### src/rtl/mem_access_stage_if.sv
// Data-memory bus between the memory-access stage (master) and the data memory (slave).
// The master holds one request at a time and keeps it stable until bus_ack.
interface mem_access_stage_if;
    logic        bus_req;
    logic        bus_we;
    logic [31:0] bus_addr;
    logic [31:0] bus_wdata;
    logic [3:0]  bus_wstrb;
    logic        bus_ack;
    logic [31:0] bus_rdata;

    modport master (
        output bus_req,
        output bus_we,
        output bus_addr,
        output bus_wdata,
        output bus_wstrb,
        input  bus_ack,
        input  bus_rdata
    );

    modport slave (
        input  bus_req,
        input  bus_we,
        input  bus_addr,
        input  bus_wdata,
        input  bus_wstrb,
        output bus_ack,
        output bus_rdata
    );
endinterface

### src/rtl/mem_access_stage.sv
// Memory-access pipeline stage sitting after the execute ALU.
// Loads and stores run one outstanding request/acknowledge transaction on the
// data bus with lane alignment, sign/zero extension and a timeout; every other
// instruction forwards the ALU result to writeback one cycle later.
module mem_access_stage #(
    parameter int TIMEOUT = 16,
    parameter int CNT_W   = 8
) (
    input  logic                clk,
    input  logic                rst,

    input  logic                in_valid,
    output logic                in_ready,
    input  logic [31:0]         alu_out,
    input  logic [6:0]          opcode_i,
    input  logic [2:0]          funct3_i,
    input  logic [4:0]          rd_i,
    input  logic [31:0]         rs2_data_i,

    mem_access_stage_if.master  bus,

    output logic                wb_valid,
    output logic [4:0]          wb_rd,
    output logic                wb_we,
    output logic [31:0]         wb_data,
    output logic                wb_err
);

    localparam logic [6:0] OP_LOAD   = 7'b0000011;
    localparam logic [6:0] OP_STORE  = 7'b0100011;
    localparam logic [6:0] OP_REG    = 7'b0110011;
    localparam logic [6:0] OP_IMM    = 7'b0010011;
    localparam logic [6:0] OP_LUI    = 7'b0110111;
    localparam logic [6:0] OP_AUIPC  = 7'b0010111;
    localparam logic [6:0] OP_JAL    = 7'b1101111;
    localparam logic [6:0] OP_JALR   = 7'b1100111;

    // Counter value seen at the edge that ends the last allowed REQ cycle.
    localparam logic [CNT_W-1:0] TO_LAST = CNT_W'((TIMEOUT > 0) ? (TIMEOUT - 1) : 0);

    typedef enum logic {
        IDLE,
        REQ
    } state_t;

    state_t            state;
    state_t            state_next;

    // Decode of the instruction currently presented by execute.
    logic              is_load;
    logic              is_store;
    logic              is_mem;
    logic              mem_legal;
    logic              reg_write_op;
    logic              start_access;
    logic [3:0]        store_wstrb;
    logic [31:0]       store_wdata;

    // Transaction captured at accept and held for the whole request.
    logic [31:0]       addr_q;
    logic [2:0]        funct3_q;
    logic [4:0]        rd_q;
    logic              store_q;
    logic [31:0]       wdata_q;
    logic [3:0]        wstrb_q;
    logic [CNT_W-1:0]  wait_cnt;

    logic              timeout_hit;
    logic [7:0]        lane_byte;
    logic [15:0]       lane_half;
    logic [31:0]       load_data;

    // Classify the incoming instruction, check alignment/funct3 legality and
    // pre-format store lanes so the bus sees finished values straight from flops.
    always_comb begin
        is_load      = (opcode_i == OP_LOAD);
        is_store     = (opcode_i == OP_STORE);
        is_mem       = is_load || is_store;
        mem_legal    = 1'b0;
        if (is_load) begin
            case (funct3_i)
                3'b000, 3'b100: mem_legal = 1'b1;
                3'b001, 3'b101: mem_legal = ~alu_out[0];
                3'b010:         mem_legal = (alu_out[1:0] == 2'b00);
                default:        mem_legal = 1'b0;
            endcase
        end else if (is_store) begin
            case (funct3_i)
                3'b000:  mem_legal = 1'b1;
                3'b001:  mem_legal = ~alu_out[0];
                3'b010:  mem_legal = (alu_out[1:0] == 2'b00);
                default: mem_legal = 1'b0;
            endcase
        end

        case (funct3_i[1:0])
            2'b00: begin
                store_wstrb = 4'b0001 << alu_out[1:0];
                store_wdata = {4{rs2_data_i[7:0]}};
            end
            2'b01: begin
                store_wstrb = alu_out[1] ? 4'b1100 : 4'b0011;
                store_wdata = {2{rs2_data_i[15:0]}};
            end
            default: begin
                store_wstrb = 4'b1111;
                store_wdata = rs2_data_i;
            end
        endcase

        reg_write_op = (rd_i != 5'd0) &&
                       ((opcode_i == OP_REG) || (opcode_i == OP_IMM) ||
                        (opcode_i == OP_LUI) || (opcode_i == OP_AUIPC) ||
                        (opcode_i == OP_JAL) || (opcode_i == OP_JALR));

        start_access = in_valid && is_mem && mem_legal;
    end

    // Timeout fires on the edge ending the TIMEOUT-th REQ cycle; a TIMEOUT of 0 never fires.
    always_comb begin
        timeout_hit = (TIMEOUT != 0) && (wait_cnt == TO_LAST);
    end

    // State register; reset drops any in-flight request asynchronously.
    always_ff @(posedge clk or posedge rst) begin
        if (rst) begin
            state <= IDLE;
        end else begin
            state <= state_next;
        end
    end

    // Next-state: enter REQ on a legal memory accept, leave on ack or timeout (ack wins).
    always_comb begin
        state_next = state;
        case (state)
            IDLE: begin
                if (start_access) begin
                    state_next = REQ;
                end
            end
            REQ: begin
                if (bus.bus_ack || timeout_hit) begin
                    state_next = IDLE;
                end
            end
            default: state_next = IDLE;
        endcase
    end

    // Outputs decoded from state: bus is driven only while a request is open.
    always_comb begin
        in_ready      = (state == IDLE);
        bus.bus_req   = (state == REQ);
        bus.bus_we    = 1'b0;
        bus.bus_addr  = 32'd0;
        bus.bus_wdata = 32'd0;
        bus.bus_wstrb = 4'd0;
        if (state == REQ) begin
            bus.bus_we    = store_q;
            bus.bus_addr  = {addr_q[31:2], 2'b00};
            bus.bus_wdata = wdata_q;
            bus.bus_wstrb = wstrb_q;
        end
    end

    // Capture the access on accept and count REQ cycles that pass without ack.
    always_ff @(posedge clk or posedge rst) begin
        if (rst) begin
            addr_q   <= 32'd0;
            funct3_q <= 3'd0;
            rd_q     <= 5'd0;
            store_q  <= 1'b0;
            wdata_q  <= 32'd0;
            wstrb_q  <= 4'd0;
            wait_cnt <= '0;
        end else if (state == IDLE) begin
            if (start_access) begin
                addr_q   <= alu_out;
                funct3_q <= funct3_i;
                rd_q     <= rd_i;
                store_q  <= is_store;
                wdata_q  <= is_store ? store_wdata : 32'd0;
                wstrb_q  <= is_store ? store_wstrb : 4'd0;
                wait_cnt <= '0;
            end
        end else if (!bus.bus_ack) begin
            wait_cnt <= wait_cnt + CNT_W'(1);
        end
    end

    // Pick the addressed byte/half of the returned word and extend it per funct3.
    always_comb begin
        case (addr_q[1:0])
            2'b00:   lane_byte = bus.bus_rdata[7:0];
            2'b01:   lane_byte = bus.bus_rdata[15:8];
            2'b10:   lane_byte = bus.bus_rdata[23:16];
            default: lane_byte = bus.bus_rdata[31:24];
        endcase
        lane_half = addr_q[1] ? bus.bus_rdata[31:16] : bus.bus_rdata[15:0];

        case (funct3_q)
            3'b000:  load_data = {{24{lane_byte[7]}}, lane_byte};
            3'b100:  load_data = {24'd0, lane_byte};
            3'b001:  load_data = {{16{lane_half[15]}}, lane_half};
            3'b101:  load_data = {16'd0, lane_half};
            default: load_data = bus.bus_rdata;
        endcase
    end

    // Writeback bundle: one-cycle pulse; rd/data keep their last values between pulses.
    always_ff @(posedge clk or posedge rst) begin
        if (rst) begin
            wb_valid <= 1'b0;
            wb_we    <= 1'b0;
            wb_err   <= 1'b0;
            wb_rd    <= 5'd0;
            wb_data  <= 32'd0;
        end else begin
            wb_valid <= 1'b0;
            wb_we    <= 1'b0;
            wb_err   <= 1'b0;
            case (state)
                IDLE: begin
                    if (in_valid && !is_mem) begin
                        wb_valid <= 1'b1;
                        wb_we    <= reg_write_op;
                        wb_rd    <= rd_i;
                        wb_data  <= alu_out;
                    end else if (in_valid && !mem_legal) begin
                        wb_valid <= 1'b1;
                        wb_err   <= 1'b1;
                        wb_rd    <= rd_i;
                        wb_data  <= alu_out;
                    end
                end
                REQ: begin
                    if (bus.bus_ack) begin
                        wb_valid <= 1'b1;
                        wb_we    <= !store_q && (rd_q != 5'd0);
                        wb_rd    <= rd_q;
                        wb_data  <= store_q ? addr_q : load_data;
                    end else if (timeout_hit) begin
                        wb_valid <= 1'b1;
                        wb_err   <= 1'b1;
                        wb_rd    <= rd_q;
                        wb_data  <= addr_q;
                    end
                end
                default: begin
                    wb_valid <= 1'b0;
                end
            endcase
        end
    end

endmodule

### src/flat_wrapper.sv
// flat-port wrapper written by rule: the top's interface ports become plain ports
module mem_access_stage_flat 
#(
    parameter int TIMEOUT = 16,
    parameter int CNT_W   = 8
)
  (clk, rst, in_valid, in_ready, alu_out, opcode_i, funct3_i, rd_i, rs2_data_i, wb_valid, wb_rd, wb_we, wb_data, wb_err, bus_bus_req, bus_bus_we, bus_bus_addr, bus_bus_wdata, bus_bus_wstrb, bus_bus_ack, bus_bus_rdata);
  mem_access_stage_if bus_i ();
  input  logic clk;
  input  logic rst;
  input  logic in_valid;
  output logic in_ready;
  input  logic [31:0] alu_out;
  input  logic [6:0] opcode_i;
  input  logic [2:0] funct3_i;
  input  logic [4:0] rd_i;
  input  logic [31:0] rs2_data_i;
  output logic wb_valid;
  output logic [4:0] wb_rd;
  output logic wb_we;
  output logic [31:0] wb_data;
  output logic wb_err;
  output wire logic [$bits(bus_i.bus_req)-1:0] bus_bus_req;
  output wire logic [$bits(bus_i.bus_we)-1:0] bus_bus_we;
  output wire logic [$bits(bus_i.bus_addr)-1:0] bus_bus_addr;
  output wire logic [$bits(bus_i.bus_wdata)-1:0] bus_bus_wdata;
  output wire logic [$bits(bus_i.bus_wstrb)-1:0] bus_bus_wstrb;
  input wire logic [$bits(bus_i.bus_ack)-1:0] bus_bus_ack;
  input wire logic [$bits(bus_i.bus_rdata)-1:0] bus_bus_rdata;
  assign bus_bus_req = bus_i.bus_req;
  assign bus_bus_we = bus_i.bus_we;
  assign bus_bus_addr = bus_i.bus_addr;
  assign bus_bus_wdata = bus_i.bus_wdata;
  assign bus_bus_wstrb = bus_i.bus_wstrb;
  assign bus_i.bus_ack = bus_bus_ack;
  assign bus_i.bus_rdata = bus_bus_rdata;
  mem_access_stage #(.TIMEOUT(TIMEOUT), .CNT_W(CNT_W)) u_core (.clk(clk), .rst(rst), .in_valid(in_valid), .in_ready(in_ready), .alu_out(alu_out), .opcode_i(opcode_i), .funct3_i(funct3_i), .rd_i(rd_i), .rs2_data_i(rs2_data_i), .bus(bus_i), .wb_valid(wb_valid), .wb_rd(wb_rd), .wb_we(wb_we), .wb_data(wb_data), .wb_err(wb_err));
endmodule
### config.mk
export PLATFORM = sky130hd
export DESIGN_NAME = mem_access_stage_flat
export DESIGN_NICKNAME = d
export VERILOG_FILES = /design/src/rtl/mem_access_stage_if.sv /design/src/rtl/mem_access_stage.sv /design/src/flat_wrapper.sv
export SDC_FILE = /design/constraint.sdc
export NUM_CORES = 1
export LEC_CHECK = 0
export ABC_CLOCK_PERIOD_IN_PS = 3850
export BUFFER_PORTS_ARGS = -buffer_cell sky130_fd_sc_hd__buf_2
export CORE_MARGIN = 2
export CORE_UTILIZATION = 30
export CTS_BUF_LIST = sky130_fd_sc_hd__clkbuf_8
export DETAILED_ROUTE_END_ITERATION = 7
export GPL_TIMING_DRIVEN = 0
export PLACE_DENSITY = 0.57
export SYNTH_ARGS = -nofsm -noshare
export SYNTH_HDL_FRONTEND = slang
export SYNTH_SLANG_ARGS = --single-unit
### constraint.sdc
create_clock -name clk -period 3.85 [get_ports clk]
set_clock_uncertainty 0.15 [all_clocks]
set_input_delay 0 -clock clk [delete_from_list [all_inputs] [get_ports clk]]
set_output_delay 0 -clock clk [all_outputs]
set_load 0.02 [all_outputs]
==> results.yml <==
cells_and_area:
  regArea_sq_mm: 0.00315
  stdcell_area_sq_mm: 0.0102
  syn2layout_area_growth_pct: 40.3
  fin_nets: 1209
  layout_common_cells: "231 x buf_2, 126 x dfrtp_1, 102 x nand2_1"
  final_common_cell: "buf_2"
  multi_input_area_sq_mm: 0.00377
  drive_gt1_share_pct: 31.2
  fillCellCount: 2360
logic_synthesis:
  syn_inst: 753
  yosysUniqueCellTypes: 57
  synth_edf_count: 0
  ys_seq_area_share_pct: 43.5
  synth_top_family_by_area: "simple AND/OR/NAND/NOR gates"
  yosys.area_share.simple_pct: 18.7
  synth-async-reset-ratio_pct: 100
  synth_compound_area_share_pct: 14.4
  synth_area_sq_mm: 0.00724
  synth-xor-area-share_pct: 0.242
  synthMuxAreaShare_pct: 18.4
  synth-main-ff-cell: "dfrtp_1"
  synth_seq_cells: 126
  synth_warnings: 0
  syn_avg_cell_area_sq_um: 9.62
  synthAdderAreaFrac_pct: 0.173
critical_path:
  cp_num_buf_inv: 5
  ff2ff_setup_slack_ps: 1250
  crit_chain: "clkbuf_2 -> clkbuf_1 -> clkbuf_1 -> clkbuf_1 -> and2_1 -> buf_2"
  reg2regPathDepth: 6
  r2r-end: "u_core.wb_data[5]"
  startpoint_type: "flip-flop"
  worst_path_max_delay_cell: "clkbuf_1"
  worst-setup-path-type: "reg -> out"
  cp_common_cell: "clkbuf_1"
  cp.arrival_ps: 3030
  crit_path_max_fanout: 10
  cpPeakStageDelay_ps: 720
  crit_start: "u_core.bus.bus_req"
  r2r-start: "u_core.bus.bus_req"
  critPathCaptureType: "primary output"
  cp_top_family: "buffers and inverters"
  cp.depth: 6
  worstPathRequired_ps: 3700
global_routing:
  grt_antenna_before_repair: 3
  grt_pass1_wl_microns: 41600
  grt_max_degree: 89
  track_usage_pct: 21.0
  grt_pass1_vias: 7194
  overflow: 0
placed_design:
  gp_congestion: 0.862
  placedInstanceArea_sq_mm: 0.00879
  dp_hpwl_microns: 19900
  numPortBuffers: 222
  place_ws_ps: 1190
clock_network:
  cts-resized-gates: 0
  clk_pin_slew_ps: 70
  cts.sinks: 126
  numCtsBuffers: 17
  cts_tree: "yes"
  cts_root_buffer: "clkbuf_8"
  worstSkewPairLatency_ps: 450
  clock_tree.htree_level_count: 4
  clock_path_buffers: 2
power:
  irDropWorstVdd_v: 0.000218
  powerDensity_mw_per_mm2: 321
  p_leak_nw: 4.98
routing:
  num_vias: 7024
  drc_errors: 0
  vias_per_cell: 4.92
  wire_per_inst_microns: 18.7
  drt-pass1-iter-count: 5
  antenna_left: 0
  drt_wl_total_microns: 26700
  drt_iter0_drc: 425
die:
  io_pins: 226
  fp.dieH_microns: 159
  initial_core_util_pct: 30.7
  core_sq_mm: 0.0236
  die-width_microns: 159
  fp.dieArea_sq_mm: 0.0254
  num_rows: 56
timing:
  setup_violations: 0
  setup_slack_ps: 669
  hold_viol: 0
  holdWs_ps: 12.5
  fin_crit_sh_pct: 82.6
  grt_setup_unrepaired: "no"
  maxSlewHeadroom_pct: 42.2
  layout_min_cycle_time_ps: 3180
  slew_violations: 0
  fmax_ghz: 0.314
  worst_pin_slew_ps: 867
run:
  cap_violations: 0
status:
  status: "finished clean"
hold_path:
  worstHoldStart: "opcode_i[5]"
  whs_path_depth: 4
  min_to: "u_core.wstrb_q[2]"
  min_path_type: "in -> reg"
[registers in the layout, summed over array words and instances, names as in the netlist]
| register | flops |
|---|---|
| u_core.addr_q | 32 |
| u_core.wb_data | 32 |
| u_core.wdata_q | 32 |
| u_core.wait_cnt | 8 |
| u_core.rd_q | 5 |
| u_core.wb_rd | 5 |
| u_core.wstrb_q | 4 |
| u_core.funct3_q | 3 |
| u_core.bus.bus_req | 1 |
| u_core.store_q | 1 |
| u_core.wb_err | 1 |
| u_core.wb_valid | 1 |
| u_core.wb_we | 1 |
[area by class of cell]
class | count | share of cell area, %
clock buffers | 18 | 2.44
inverters | 9 | 0.382
clock inverters | 14 | 1.42
plain buffers | 62 | 2.82
well taps | 319 | 3.93
multi-input cells | 557 | 37.1
flip-flops and latches | 126 | 31.0
diodes | 3 | 0.0739
repair buffers | 320 | 20.8
[Yosys cell counts, types with 10 or more instances]
master	n	share of area, %
a22oi_1	10	1.0
mux2_2	56	8.7
mux2_4	14	2.9
and3_1	18	1.6
dfrtp_1	126	44
mux2_1	27	4.2
o21ai_0	82	5.7
clkbuf_1	43	2.2
a21oi_1	12	0.83
nor2_1	29	1.5
nor2b_1	15	1.3
nand3_1	15	1.0
and2_1	67	5.8
nand2_1	102	5.3
mux2i_1	19	2.6
a211oi_1	15	1.6
[report_power, final]
group	switching [W]	internal (W)	leakage (nW)	total, W
combinational	0.000326	0.000291	3.12	0.000618
clock	0.000588	0.000593	0.198	0.00118
sequential	0.0000543	0.00141	1.66	0.00146
total	0.000969	0.00229	4.98	0.00326
[metrics by stage]
stage / TNS [ps] / total power, W / instances / util (%)
6_report: 0 / 0.00326 / 1428 / 43.0
5_1_grt: 0 / 0.00341 / 1426 / 43.0
4_1_cts: 0 / 0.00329 / 1425 / 43.0
3_5_place_dp: 0 / 0.00203 / 1296 / 37.2
3_3_place_gp: -189350 / 0.00201 / 1295 / 37.1
2_1_floorplan: 0 / 0.00180 / 754 / -
[metal layers]
metal | up-vias | global-route usage, % | share of wire (%)
met5 | - | 0 | 0
met4 | 0 | 5.45 | 1.6
met3 | 26 | 5.55 | 6.9
met2 | 287 | 35.2 | 48
met1 | 3364 | 27.0 | 44
li1 | 3347 | - | -
[how the worst max path moves through the flow]
| stage | end | slack, ps |
|---|---|---|
| after floorplan | u_core.addr_q[0] | 340 |
| after global placement | u_core.wb_data[11] | -1520 |
| after detailed placement | bus_bus_wdata[8] | 1190 |
| after CTS | bus_bus_wdata[8] | 700 |
| after global routing | bus_bus_wdata[18] | 510 |
| final | bus_bus_wdata[8] | 670 |
[cell families (layout without fill, tap and decap cells)]
family / count (synthesis) / in the layout
AND/OR/NAND/NOR: 271 / 271
buffers and inverters: 71 / 423
flip-flops: 126 / 126
multiplexers: 116 / 116
AO/OA/AOI/OAI: 165 / 165
other: 1 / 5
XOR/XNOR: 2 / 2
adder cells (fa/ha/maj): 1 / 1
[repair_timing]
action,in CTS,in global routing
setup buffers,0,0
hold endpoints to repair,244,0
hold buffers,97,0
[worst min-delay path: stages]
cell      delay, ps
buf_2           140
clkbuf_1        220
o21ai_0         120
o21ai_0          80
(Power assumes the default switching activity.)
